### src/rtl/pmux_rr_sched.sv
// Round-robin scheduler for a 3-lane + default one-hot priority mux.
// Grants one requester at a time for bursts of up to BURST beats and
// registers the selected lane onto a valid/ready output stream.
module pmux_rr_sched #(
  parameter int W     = 4,
  parameter int BURST = 4
) (
  input  logic           clk,
  input  logic           rst,
  input  logic [2:0]     req_valid,
  input  logic [3*W-1:0] req_data,
  output logic [2:0]     req_ready,
  input  logic [W-1:0]   dflt_data,
  output logic [2:0]     sel,
  output logic [W-1:0]   out_data,
  output logic           out_valid,
  input  logic           out_ready,
  output logic [1:0]     out_src
);
  localparam int            CW   = $clog2(BURST) + 1;
  localparam logic [CW-1:0] LAST = CW'(BURST - 1);

  typedef enum logic {IDLE = 1'b0, GRANT = 1'b1} state_t;

  state_t        state_q, state_d;
  logic [1:0]    ptr_q, ptr_d;
  logic [1:0]    g_q, g_d;
  logic [CW-1:0] cnt_q, cnt_d;
  logic [2:0]    sel_q, sel_d;
  logic [W-1:0]  od_q, od_d;
  logic          ov_q, ov_d;
  logic [1:0]    os_q, os_d;

  logic [1:0]    win;
  logic [2:0]    scan;
  logic [W-1:0]  g_data;
  logic          g_valid, can_acc, xfer, release_g;

  // Rotating-priority pick: scan ptr+2 down to ptr so the nearest lane wins last
  always_comb begin
    win  = ptr_q;
    scan = '0;
    for (int i = 2; i >= 0; i--) begin
      scan = {1'b0, ptr_q} + 3'(i);
      if (scan >= 3'd3) scan = scan - 3'd3;
      if (req_valid[scan[1:0]]) win = scan[1:0];
    end
  end

  // Granted lane word, selected through the registered one-hot select
  always_comb begin
    g_data = '0;
    for (int i = 0; i < 3; i++)
      if (sel_q[i]) g_data = req_data[W*i +: W];
  end

  // sel_q is non-zero only in GRANT, so it doubles as the grant qualifier
  assign g_valid   = |(req_valid & sel_q);
  assign can_acc   = (state_q == GRANT) && (out_ready || !ov_q) && !rst;
  assign xfer      = can_acc && g_valid;
  assign release_g = (state_q == GRANT) && (!g_valid || (xfer && cnt_q == LAST));

  // Per-lane ready: only the granted lane sees the output register's space
  for (genvar i = 0; i < 3; i++) begin : g_rdy
    assign req_ready[i] = can_acc & sel_q[i];
  end

  // Next-state: arbitration, burst accounting, output register update
  always_comb begin
    state_d = state_q;
    ptr_d   = ptr_q;
    g_d     = g_q;
    cnt_d   = cnt_q;
    sel_d   = sel_q;
    od_d    = od_q;
    ov_d    = ov_q;
    os_d    = os_q;
    unique case (state_q)
      IDLE: begin
        if (|req_valid) begin
          state_d = GRANT;
          g_d     = win;
          cnt_d   = '0;
          sel_d   = 3'b001 << win;
        end
      end
      GRANT: begin
        if (xfer) cnt_d = cnt_q + CW'(1);
        if (release_g) begin
          state_d = IDLE;
          ptr_d   = (g_q == 2'd2) ? 2'd0 : g_q + 2'd1;
          sel_d   = 3'b000;
        end
      end
      default: state_d = IDLE;
    endcase
    if (xfer) begin
      od_d = g_data;
      ov_d = 1'b1;
      os_d = g_q;
    end else if (out_ready || !ov_q) begin
      od_d = dflt_data;
      ov_d = 1'b0;
      os_d = 2'd3;
    end
  end

  // State registers with synchronous reset
  always_ff @(posedge clk) begin
    if (rst) begin
      state_q <= IDLE;
      ptr_q   <= '0;
      g_q     <= '0;
      cnt_q   <= '0;
      sel_q   <= '0;
      od_q    <= '0;
      ov_q    <= 1'b0;
      os_q    <= 2'd3;
    end else begin
      state_q <= state_d;
      ptr_q   <= ptr_d;
      g_q     <= g_d;
      cnt_q   <= cnt_d;
      sel_q   <= sel_d;
      od_q    <= od_d;
      ov_q    <= ov_d;
      os_q    <= os_d;
    end
  end

  assign sel       = sel_q;
  assign out_data  = od_q;
  assign out_valid = ov_q;
  assign out_src   = os_q;
endmodule
### config.mk
export PLATFORM = sky130hd
export DESIGN_NAME = pmux_rr_sched
export DESIGN_NICKNAME = d
export VERILOG_FILES = /design/src/rtl/pmux_rr_sched.sv
export SDC_FILE = /design/constraint.sdc
export NUM_CORES = 1
export LEC_CHECK = 0
export BUFFER_PORTS_ARGS = -buffer_cell sky130_fd_sc_hd__clkbuf_2
export CAP_MARGIN = 20
export CORE_MARGIN = 2
export CORE_UTILIZATION = 35
export DETAILED_ROUTE_END_ITERATION = 7
export GPL_ROUTABILITY_DRIVEN = 0
export PLACE_DENSITY = 0.67
export SYNTH_ARGS = -nofsm -noshare
export SYNTH_HDL_FRONTEND = slang
export SYNTH_SLANG_ARGS = --single-unit
export TNS_END_PERCENT = 20
### constraint.sdc
create_clock -name clk -period 2.43 [get_ports clk]
set_input_delay 0 -clock clk [delete_from_list [all_inputs] [get_ports clk]]
set_output_delay 0 -clock clk [all_outputs]
set_load 0.03 [all_outputs]
==> qor.log <==
qor: logic_synthesis.postSynthCellCount 125
qor: clock_network.post_cts_hold_buffer_count 0
qor: power_and_ir_drop.sequentialPowerShare 0.484
qor: timing.post-route-min-period 1.87 ns
qor: timing.rsz0062_at_grt false
qor: layout.final_core_util 0.430
qor: floorplan.row_count 20
qor: routing.first_iter_violations 36
qor: layout.num_antenna_cells 0
qor: global_route.globalRouteOverflowTotal 0
qor: power_and_ir_drop.fin_total_pwr 698 uW
qor: setup_path.regToRegSetupSlack 0.56 ns
qor: clock_network.postCtsSetupRepairBufs 0
qor: setup_path.required 2.59 ns
qor: routing.routed_length_per_instance 12.1 microns
qor: timing.clock-skew-final 0.00289 ns
qor: layout.final_net_count 183
qor: run_status.outcome finished, final reports clean
qor: timing.slew_worst_pin 0.410 ns
qor: logic_synthesis.yosys_most_used_dff dfxtp_1
qor: timing.hold-worst-slack 0.00787 ns
qor: placed_design.place_hpwl 1.91 mm
qor: logic_synthesis.synthArstFlopShare 0
qor: clock_network.htree_num_levels 1
qor: routing.detailroute.via_count 1014
qor: power_and_ir_drop.pwr_density_cell 532 nW/um^2
qor: power_and_ir_drop.pwr-share-comb 0.314
qor: logic_synthesis.synthesis.yosys.warnings 0
qor: setup_path.path_class reg -> reg
qor: logic_synthesis.number_of_flops_mapped_to_enable_cells_by_yosys 0
qor: timing.slew_headroom 0.727
qor: power_and_ir_drop.power_report.internal_total 466 uW
qor: layout.area_growth 16.3%
qor: power_and_ir_drop.power.leakage 0.538 nW
qor: setup_path.cpPeakStageDelay 0.60 ns
qor: timing.timing.final.setup_violations 0
qor: floorplan.start_util 0.370
qor: logic_synthesis.mean_syn_cell_area 9.03 sq um
qor: hold_path.worst_hold_path_type in -> reg
qor: clock_network.cts_root_buf clkbuf_4
qor: placed_design.place_inst 195
qor: floorplan.floorplan_die_area 3690 sq um
qor: global_route.antenna_found_initial 0
qor: routing.first_pass_detailed_route_iteration_total 4
qor: floorplan.die-height 60.8 microns
qor: clock_network.cts.repair.resized 0
qor: routing.vias_per_cell 5.12
qor: layout.finish.cell_count_without_fillers 198
qor: clock_network.worst_skew_pair.late_latency 0.28 ns
qor: routing.postRouteWirelength 2.40 mm
qor: floorplan.width_of_the_chip 60.8 microns
qor: logic_synthesis.seq_area_frac_synth 0.319
qor: floorplan.core 3050 sq um
qor: power_and_ir_drop.power.switching 232 uW
qor: logic_synthesis.yosys_reg_bits 18
qor: timing.maxClockFrequency 535 MHz
qor: setup_path.setup.worst_path.start_class flop
qor: layout.most-common-layout-cells 34 x clkbuf_2, 18 x dfxtp_1, 10 x nor2_1, 10 x a21oi_1, 7 x o21ai_0
qor: layout.mostFrequentLayoutCell clkbuf_2
qor: routing.ant_nets 0
qor: global_route.grt_first_pass_wirelength 3.82 mm
qor: timing.finalMaxSlewViolations 0
qor: power_and_ir_drop.switching_share 0.332
qor: global_route.vias_in_the_first_global_route 902
qor: setup_path.slowest_stage or4b_4
qor: timing.report.final.hold_viol_count 0
qor: clock_network.clkTransAtPathRegs 0.09 ns
qor: setup_path.critical_path.cell_chain a222oi_1 > or4b_4 > and2_4 > a22oi_2 > o22ai_1
qor: power_and_ir_drop.part_of_the_total_power_dissipated_in_the_clock_network 0.202
qor: layout.final_layout_size_suffix_gt1_frac 0.325
qor: power_and_ir_drop.ir_drop 0.164 mV
qor: clock_network.numCtsBuffers 3
qor: flow_run.max_cap_viol_count 0
qor: setup_path.critPathMaxFanout 14
qor: global_route.grt.total_usage 0.134
qor: clock_network.clk_sinks 18
qor: logic_synthesis.synth.distinct_cells 47
qor: floorplan.floorplan.io_pins 35
qor: clock_network.cts_tree yes
qor: logic_synthesis.mappedNetlistNets 152
qor: logic_synthesis.synth.cell_area 1130 sq um
qor: timing.setup_total_negative_slack 0 ns
qor: clock_network.cts_buffer_depth 2
qor: timing.finalCritPeriodShare 0.769
qor: placed_design.port_buffers 34
qor: setup_path.cp.arrival 2.03 ns
qor: setup_path.critPathBufInv 0
qor: global_route.grt_start_max_net_pins 22
qor: setup_path.critical_path.top_delay_family simple AND/OR/NAND/NOR gates
qor: routing.route.detailed.drc 0
qor: setup_path.critPathCaptureType flop
-- tightest hold or removal path: stages --
cell and delay (ns):
clkbuf_2 0.07, a21oi_1 0.06, o22ai_1 0.11
-- Yosys cell counts (2+ instances only) --
cell           count  area, sq um
nor2b_1            4         25.0
dlygate4sd1_1      2         17.5
nor2_1            10         37.5
o21ai_0            7         35.0
o32a_1             2         20.0
nand4b_1           3         26.3
o21a_1             2         15.0
a22oi_2            5         62.6
buf_6              2         22.5
dfxtp_1           18          360
mux2i_1            3         30.0
nand2_1            3         11.3
ha_1               5         62.6
a22oi_1            4         30.0
o22ai_1            4         25.0
nand2b_1           3         18.8
and2_1             2         12.5
a31oi_1            2         12.5
inv_1              4         15.0
clkbuf_1           3         11.3
a21oi_1           10         50.1
or2b_1             2         15.0
-- per-stage QoR --
| stage | area [sq um] | worst slack (ns) |
|---|---|---|
| global placement | 1290 | 0.623 |
| finish | 1310 | 0.562 |
| floorplan | 1130 | 0.622 |
| detailed placement | 1290 | 0.574 |
| global route | 1310 | 0.404 |
| CTS | 1310 | 0.553 |
-- layer usage --
metal / wire length (microns) / track usage / share of wire
met5: 0 / 0 / 0
met3: 92 / 0.00640 / 0.038
met1: 1120 / 0.181 / 0.47
met2: 1170 / 0.230 / 0.49
met4: 18 / 0.0373 / 0.0075
-- state kept, by name, summed over array words and instances (netlist names) --
signal	count
out_data	4
cnt_q	3
sel	3
g_q	2
out_src	2
ptr_q	2
out_valid	1
state_q	1
-- final cells by class --
cell class                 count  area (sq um)
fill                         320          1740
tap                           44          55.1
clock buffer                   3          22.5
sequential                    18           360
timing repair buffer          34           170
inverter                       4          15.0
multi-input combinational     95           689
-- final timing paths --
path,from,to,cells past startpoint
worst max-delay path,sel[2]$_SDFFE_PP0P_,out_data[1]$_SDFFE_PP0P_,5
worst min-delay path,req_data[9],out_data[1]$_SDFFE_PP0P_,3
worst max register to register,sel[2]$_SDFFE_PP0P_,out_data[1]$_SDFFE_PP0P_,5
worst min register to register,cnt_q[0]$_SDFFE_PP0P_,cnt_q[0]$_SDFFE_PP0P_,2
-- power by group through the flow --
stage / clock (mW) / sequential [mW] / combinational [mW]
floorplan: 0 / 0.364 / 0.142
global placement: 0 / 0.344 / 0.213
detailed placement: 0 / 0.346 / 0.218
CTS: 0.145 / 0.339 / 0.220
global route: 0.156 / 0.342 / 0.243
finish: 0.141 / 0.338 / 0.219
-- kinds of logic (layout without fill, tap and decap cells) --
family / Yosys count / after routing / share of synthesized area
AO/OA/AOI/OAI: 44 / 44 / 0.284
buffers and inverters: 12 / 41 / 0.0698
adder cells (fa/ha/maj): 5 / 5 / 0.0554
AND/OR/NAND/NOR: 43 / 43 / 0.245
flip-flops: 18 / 18 / 0.319
multiplexers: 3 / 3 / 0.0266
(Power assumes the default switching activity.)
